===== config.mk =====
export PLATFORM = sky130hd
export DESIGN_NAME = whr_inj_ctrl
export DESIGN_NICKNAME = d
export VERILOG_FILES = /design/src/rtl/whr_inj_ctrl.sv
export SDC_FILE = /design/constraint.sdc
export NUM_CORES = 1
export LEC_CHECK = 0
export CORE_MARGIN = 2
export CORE_UTILIZATION = 35
export CTS_BUF_LIST = sky130_fd_sc_hd__clkbuf_2 sky130_fd_sc_hd__clkbuf_4 sky130_fd_sc_hd__clkbuf_8
export CTS_CLUSTER_DIAMETER = 40
export DETAILED_ROUTE_END_ITERATION = 10
export HOLD_SLACK_MARGIN = 0.02
export PLACE_DENSITY = 0.86
export SKIP_CTS_REPAIR_TIMING = 1
export SYNTH_ARGS = -nofsm -noshare
export SYNTH_HDL_FRONTEND = slang
export SYNTH_SLANG_ARGS = --single-unit

===== constraint.sdc =====
create_clock -name clk -period 2.8 [get_ports clk]
set_clock_uncertainty 0.15 [all_clocks]
set_input_delay 0.84 -clock clk [delete_from_list [all_inputs] [get_ports clk]]
set_output_delay 0.84 -clock clk [all_outputs]
set_load 0.05 [all_outputs]

===== src/rtl/whr_inj_ctrl.sv =====
// Wormhole packet injector: serializes a header plus payload words into head/body flits with credit tracking.
// Latency: one cycle from a hdr/pld handshake to its flit on channel_out.
// Backpressure: hdr_ready/pld_ready drop while credits are exhausted. `WHR_INJ_LEN_CHECK_EN drops out-of-range headers.
module whr_inj_ctrl #(
    parameter int buffer_size          = 8,
    parameter int num_routers_per_dim  = 4,
    parameter int num_dimensions       = 2,
    parameter int num_nodes_per_router = 1,
    parameter int max_payload_length   = 4,
    parameter int min_payload_length   = 1,
    parameter int flit_data_width      = 64,
    parameter int enable_link_pm       = 1,
    localparam int addr_bits            = num_dimensions * $clog2(num_routers_per_dim)
                                        + $clog2(num_nodes_per_router),
    localparam int addr_width           = (addr_bits > 0) ? addr_bits : 1,
    localparam int length_width         = $clog2(max_payload_length + 1),
    localparam int payload_length_width = (max_payload_length > min_payload_length)
                                        ? $clog2(max_payload_length - min_payload_length + 1) : 1,
    localparam int channel_width        = flit_data_width + 2 + enable_link_pm
) (
    input  logic                       clk,
    input  logic                       reset,
    input  logic                       hdr_valid,
    output logic                       hdr_ready,
    input  logic [addr_width-1:0]      hdr_dest,
    input  logic [length_width-1:0]    hdr_length,
    input  logic                       pld_valid,
    output logic                       pld_ready,
    input  logic [flit_data_width-1:0] pld_data,
    output logic [channel_width-1:0]   channel_out,
    input  logic                       flow_ctrl_in,
    output logic                       busy,
    output logic                       error
);

    localparam int cred_width = $clog2(buffer_size + 1);

    typedef enum logic {IDLE, BODY} state_t;

    state_t                     state;
    logic [length_width-1:0]    rem;
    logic [cred_width-1:0]      credits;
    logic                       flit_vld_q;
    logic                       flit_head_q;
    logic [flit_data_width-1:0] flit_data_q;
    logic                       link_active_q;
    logic                       error_q;

    logic                       hdr_fire;
    logic                       pld_fire;
    logic                       len_ok;
    logic                       send_head;
    logic                       send;
    logic                       cred_avail;
    logic                       cred_full;
    logic                       cred_ret;
    logic                       overflow;
    logic [length_width-1:0]    len_diff;
    logic [flit_data_width-1:0] head_data;

`ifdef WHR_INJ_LEN_CHECK_EN
    assign len_ok = (int'(hdr_length) >= min_payload_length)
                 && (int'(hdr_length) <= max_payload_length);
`else
    assign len_ok = 1'b1;
`endif

    assign cred_avail = (credits != '0);
    assign cred_full  = (credits == cred_width'(buffer_size));
    assign hdr_ready  = (state == IDLE) && cred_avail;
    assign pld_ready  = (state == BODY) && cred_avail;
    assign hdr_fire   = hdr_valid && hdr_ready;
    assign pld_fire   = pld_valid && pld_ready;
    assign send_head  = hdr_fire && len_ok;
    assign send       = send_head || pld_fire;
    // A credit returned while the counter is already full has nowhere to go.
    assign cred_ret   = flow_ctrl_in && !cred_full;
    assign overflow   = flow_ctrl_in && cred_full;
    assign len_diff   = hdr_length - length_width'(min_payload_length);
    assign busy       = (state == BODY);
    assign error      = error_q;

    always_comb begin
        head_data = '0;
        head_data[addr_width-1:0] = hdr_dest;
        head_data[addr_width +: payload_length_width] = len_diff[payload_length_width-1:0];
    end

    always_ff @(posedge clk) begin
        if (reset) begin
            state         <= IDLE;
            rem           <= '0;
            credits       <= cred_width'(buffer_size);
            flit_vld_q    <= 1'b0;
            flit_head_q   <= 1'b0;
            flit_data_q   <= '0;
            link_active_q <= 1'b0;
            error_q       <= 1'b0;
        end else begin
            flit_vld_q    <= send;
            flit_head_q   <= send_head;
            flit_data_q   <= send_head ? head_data : (pld_fire ? pld_data : '0);
            link_active_q <= busy || hdr_valid;
            error_q       <= overflow || (hdr_fire && !len_ok);

            if (cred_ret && !send)
                credits <= credits + cred_width'(1);
            else if (!cred_ret && send)
                credits <= credits - cred_width'(1);

            case (state)
                IDLE: begin
                    if (send_head) begin
                        rem <= hdr_length;
                        if (hdr_length != '0)
                            state <= BODY;
                    end
                end
                BODY: begin
                    if (pld_fire) begin
                        rem <= rem - length_width'(1);
                        if (rem == length_width'(1))
                            state <= IDLE;
                    end
                end
                default: state <= IDLE;
            endcase
        end
    end

    generate
        if (enable_link_pm != 0) begin : g_link_pm
            assign channel_out = {link_active_q, flit_vld_q, flit_head_q, flit_data_q};
        end else begin : g_no_link_pm
            assign channel_out = {flit_vld_q, flit_head_q, flit_data_q};
        end
    endgenerate

endmodule


* Yosys cells after proc, flatten, opt, wreduce, memory -nomap -nowiden
Cells that the tools add are included.
Storage, ports and cells: register bits 76, bits of input ports 76, output and inout port bits 71, word-level logic and storage cells 49
Operators by class: $add $sub $neg 4, eq/ne operators 4, muxes and demuxes 12, bitwise logic cells 2, reductions and logical operators 18
Operator list (count):
- $mux 6 | 2
- $logic_and 1x1->1 | 8
- $mux 4 | 2
- $mux 3 | 2
- $pmux 3 s2 | 1
- $add 4x1->4 const B | 1
- $eq 4x4->1 const B | 1
- $mux 1 | 4
- $reduce_bool 4->1 | 1
- $sub 4x1->4 const B | 1
- $eq 3x1->1 const B | 1
- $logic_not 1->1 | 3
- $reduce_bool 3->1 | 1
- $reduce_or 3->1 | 1
- $sub 3x1->3 const B | 1
- $logic_or 1x1->1 | 2
- $ne 2x1->1 const B | 1
- $ne 2x2->1 const B | 1
- $not 1->1 | 2
- $pmux 1 s2 | 1
- $reduce_and 2->1 | 1
- $reduce_bool 2->1 | 1
- $sub 2x1->2 const B | 1

* Depth between registers and ports, before layout
word-level depth 7, depth in mapped cells 11, depth with buffers taken out 10

* Worst setup path after synthesis
No wires, ideal clock.
path kind reg-to-reg, start point reg state, in the netlist busy, end point reg credits[3], library setup time 72 ps, data arrival time 2547 ps, data required time 2578 ps, slack 31 ps, stages on the path, launching flop included 12, path buffers 1, period minus slack after synthesis 2769 ps, cells stage by stage dfxtp_1 -> buf_2 -> mux2i_1 -> nor2_1 -> inv_1 -> ha_1 -> inv_1 -> ha_1 -> a21oi_1 -> a211oi_1 -> a31oi_1 -> mux2i_1
On the way: longest elaborated chain between the ends 7, elaborated cells between the ends (all ways) 11, those cells by class mux: 1; bitwise: 1; reduce/logical: 9
Ends and longest elaborated chain:
- start, declared | RTL line 40 | state_t state;
- start signal, assigned | RTL line 91 | state <= IDLE;
- start signal, assigned | RTL line 116 | state <= BODY;
- start signal, assigned | RTL line 123 | state <= IDLE;
- $not 1->1
- $logic_and 1x1->1 | RTL line 70 | assign hdr_ready = (state == IDLE) && cred_avail;
- $logic_and 1x1->1 | RTL line 72 | assign hdr_fire = hdr_valid && hdr_ready;
- $logic_or 1x1->1 (*) | RTL line 75 | assign send = send_head || pld_fire;
- $logic_not 1->1 | RTL line 106 | if (cred_ret && !send)
- $logic_and 1x1->1 | RTL line 106
- $mux 4 or $reduce_bool 2->1 (tied branches)
- end signal, assigned | RTL line 93 | credits <= cred_width'(buffer_size);
- end signal, assigned | RTL line 107 | credits <= credits + cred_width'(1);
- end signal, assigned | RTL line 109 | credits <= credits - cred_width'(1);
- end, declared | RTL line 42 | logic [cred_width-1:0] credits;
Every way passes the cells marked *; elsewhere a longest branch is shown, timed or not. A chain may end at the register's enable or synchronous reset.

* Worst setup path after layout
start point in pld_valid, end point reg credits[3]
On the way: longest elaborated chain between the ends 5, elaborated cells between the ends (all ways) 7, those cells by class mux: 1; reduce/logical: 6
Ends and longest elaborated chain:
- start, declared | RTL line 27 | input logic pld_valid,
- $logic_and 1x1->1 (*) | RTL line 73 | assign pld_fire = pld_valid && pld_ready;
- $logic_or 1x1->1 (*) | RTL line 75
- $logic_not 1->1 | RTL line 106
- $logic_and 1x1->1 | RTL line 106
- $mux 4 or $reduce_bool 2->1 (tied branches)
Marks and branches as above.

==> results.txt <==
The tools report the wire length of the first global-routing pass as 9.87 mm. For this design the total switching power over the nets is 0.965 mW. TritonCTS built the clock tree. The initial antenna violation count was 0.

In this run the vertical extent of the chip is 88.6 um. The run finished with clean final reports. Total count of max-transition violations in the final report: 0. The area growth from synthesis to final layout is 69.2%, and the CTS sink count is 76. Slowest stage cell on the critical path: sky130_fd_sc_hd__clkdlybuf4s50_1. The design internal power is 1.90 mW, and the post-synthesis cell count is 230. Input and output buffers added on the ports amount to 146. The min-delay analysis places its worst path in the category register to register. Worst-case vdd ir drop: 0.000428 V. The logs give 2,154 for the number of global-route vias before repair and 9 for the number of clock buffers inserted by TritonCTS. 0 antenna diodes ended up in the layout. The most common flop cell mapped by yosys is sky130_fd_sc_hd__dfxtp_1.

Measured along the x axis, the die boundary spans 88.6 um. Of all nets on the critical path, the largest fanout is 3. The run gives 0.00687 mm2 as the core area. At the pin with the least slew margin, the transition time is 0.579 ns.

The finished layout holds 479 standard cells, fillers aside. For this block, the initial DRC count from the detailed router was 62. Of the total power, the share spent switching nets is 33.7%. Summed over all cells, the static leakage comes to 1.88 nW. Max-cap violations in this run came to 0.

In this run, placement finished with an instance count of 463. The logs give 0 for the number of remaining DRC errors and 359 MHz for the maximum achievable frequency. Headroom to the max-slew limit came out at 61.4%.

For this design the ratio of total power to cell area is 676 mW/mm2. The worst-skew pair later-pin latency came out at 0.33 ns. STA classifies the critical path startpoint as a primary input. Of all flip-flops after synthesis, the portion carrying an async set or reset was 0%. Setup repair after global routing could not meet its margin everywhere. STA puts the critical path data arrival time at 2.86 ns.

For this run, the detailed router's first-pass iteration total came to 4. The worst setup path is of the primary input to register kind. The logs give 0.771 for the routability congestion estimate and 569 for the number of fill cells.

Counting every net in the synthesized netlist gives 313. The half-perimeter wire length after placement is 5.12 mm. The initial utilization of the core area, before any placement, comes to 36.5%. For the number of synthesis warnings, the log shows 0.

The logs give 0.00406 mm2 for the post-detailed-placement cell area and 43.1% for the portion of total power attributed to sequential cells. The full die area was 0.00785 mm2. The number of endpoints failing setup at the final stage came out at 0. Sequential cells were found to cover 60.7% of the synthesized design area.

The final hold slack is 0.355 ns, and the minimum clock period after layout is 2.78 ns. The fraction of final layout cells sized beyond drive strength 1 was 8.88%; the number of nets at the end of the flow was 462. For the row count, the log shows 30. The worst setup path is captured at a register. In the final routed layout, each cell accounts on average for 14.2 um.

On the worst path, the slowest cell contributes a delay of 0.42 ns. After detailed routing, the total wire length is 6.80 mm. The number of distinct library cells after synthesis came out at 30. The tools report the number of top-level pins as 147.

At the end of the flow the core is filled with cells to 61.7%. CTS built an H-tree with a depth of 3. The number of synthesized register bits came out at 76. After synthesis, the mean cell area works out to 10.9 um2. The finished cells cover 0.00424 mm2.

In the global route stage, overall resource usage came out at 16.7%. The clock slew at the register clock pins of the worst setup and hold paths works out to 0.08 ns. The cell area that synthesis handed to floorplanning was 0.00250 mm2. The clock network accounts for 24.7% of the total power. Yosys attributes the largest share of cell area to sky130_fd_sc_hd__dfxtp_1 (61%), sky130_fd_sc_hd__and3_1 (14%), sky130_fd_sc_hd__ha_1 (3.0%), sky130_fd_sc_hd__nor2_1 (2.8%), sky130_fd_sc_hd__buf_6 (2.7%). Counting along the longest clock path gives a buffer depth of 2. The tools report the total via count in the routed design as 2,227. Library cell used as clock root buffer: sky130_fd_sc_hd__clkbuf_8. In this run the remaining antenna-violating nets after routing total 0.

The ratio of routed vias to standard cells came out at 4.65. Of all cell types, the one taking the most synthesized area is sky130_fd_sc_hd__dfxtp_1. Of the post-synthesis cell area, the dominant cell type holds 60.7%. In this run, synthesis inferred 0 flip-flops with an integrated enable. Walking the worst path, the cells encountered are clkdlybuf4s50_1 -> mux2i_1 -> nor2_1 -> inv_1 -> ha_2 -> inv_1 -> buf_4 -> ha_1 -> nand3_1 -> a211oi_1 -> a31oi_1 -> mux2i_1. STA puts the critical path data required time at 2.88 ns.

The logs give 0 for the remaining global-route overflow and 32.3% for the combinational share of power. The count of final hold-check violations is 0, and the post-route fraction of the period consumed by the critical path is 99.4%. Maximum number of pins on one net before global-route repair: 41.
## state kept, by name (all words and copies together) (netlist names)
signal,flops
flit_data_q,64
error,1
link_active_q,1
flit_head_q,1
credits,4
flit_vld_q,1
busy,1
rem,3
## layout by cell type (no fill, tap or decap), types with 2 or more instances in the layout
cell type	synthesis	routed
sky130_fd_sc_hd__clkdlybuf4s50_1	0	143
sky130_fd_sc_hd__dfxtp_1	76	76
sky130_fd_sc_hd__and3_1	58	58
sky130_fd_sc_hd__nor2_1	19	19
sky130_fd_sc_hd__buf_4	3	12
sky130_fd_sc_hd__inv_1	11	11
sky130_fd_sc_hd__clkbuf_8	0	9
sky130_fd_sc_hd__nand3_1	6	6
sky130_fd_sc_hd__a22oi_1	5	5
sky130_fd_sc_hd__ha_1	6	5
sky130_fd_sc_hd__mux2i_1	4	4
sky130_fd_sc_hd__a21oi_1	5	4
sky130_fd_sc_hd__o21ai_0	3	3
sky130_fd_sc_hd__clkinvlp_4	0	3
sky130_fd_sc_hd__nor3_1	2	2
sky130_fd_sc_hd__a31oi_1	2	2
sky130_fd_sc_hd__clkinv_2	0	2
sky130_fd_sc_hd__buf_12	0	2
## cells in the mapped netlist (all sizes together) (2+ instances only)
cell / count
a31oi: 2
ha: 6
inv: 11
nor2: 19
o21ai: 3
clkbuf: 9
and3: 59
a21oi: 5
nand3: 6
buf: 11
nor3: 2
a22oi: 5
mux2i: 4
dfxtp: 76
## critical path: cells and delay by family
kind / cells / cell delay [ns]
buffers and inverters: 4 / 0.73
adder cells (fa/ha/maj): 2 / 0.46
AO/OA/AOI/OAI: 2 / 0.33
multiplexers: 2 / 0.32
AND/OR/NAND/NOR: 2 / 0.18
## power groups by stage
stage / clock network [mW] / logic [mW] / registers [mW]
2_1_floorplan: 0 / 0.400 / 1.42
3_3_place_gp: 0 / 0.873 / 1.25
3_5_place_dp: 0 / 0.904 / 1.26
6_report: 0.707 / 0.924 / 1.23
4_1_cts: 0.734 / 0.907 / 1.23
5_1_grt: 0.773 / 0.990 / 1.25
## worst paths after layout
path	startpoint	endpoint	slack (ns)	cells past startpoint
hold reg to reg	rem[2]	rem[2]	0.35	2
setup reg to reg	credits[0]	credits[3]	0.29	11
hold / removal	rem[2]	rem[2]	0.35	2
setup / recovery	pld_valid	credits[3]	0.02	12
## layer usage
layer / global-route usage, % / up-vias / routed length [um]
li1: - / 1082 / -
met1: 17.9 / 1010 / 2710
met2: 29.9 / 121 / 3410
met3: 5.97 / 14 / 552
met4: 6.20 / 0 / 122
met5: 0 / - / 0
## cell type report
class	count	area [um2]	share of cell area (%)
timing repair buffer	158	1570	37.1
sequential	76	1520	35.9
multi-input combinational	123	816	19.3
clock buffer	9	124	2.92
tap	96	120	2.83
clock inverter	6	41.3	0.974
inverter	11	41.3	0.974
## metrics by stage
step | setup WS (ns) | TNS (ns) | total power, mW
after floorplan | 0.0312 | 0 | 1.82
after global placement | -0.196 | -0.376 | 2.13
after detailed placement | -0.339 | -0.689 | 2.16
after CTS | 0.00929 | 0 | 2.87
after global routing | -0.0614 | -0.0614 | 3.01
final | 0.0170 | 0 | 2.86
## cells by family after synthesis
logic type	synth area share, %
simple gates	20.7
compound gates	5.54
buf+inv	6.94
flops	60.7
xor+xnor	0.699
fa+ha+maj	3.80
mux	1.60
Note: power is estimated with default switching activity, not from simulation.
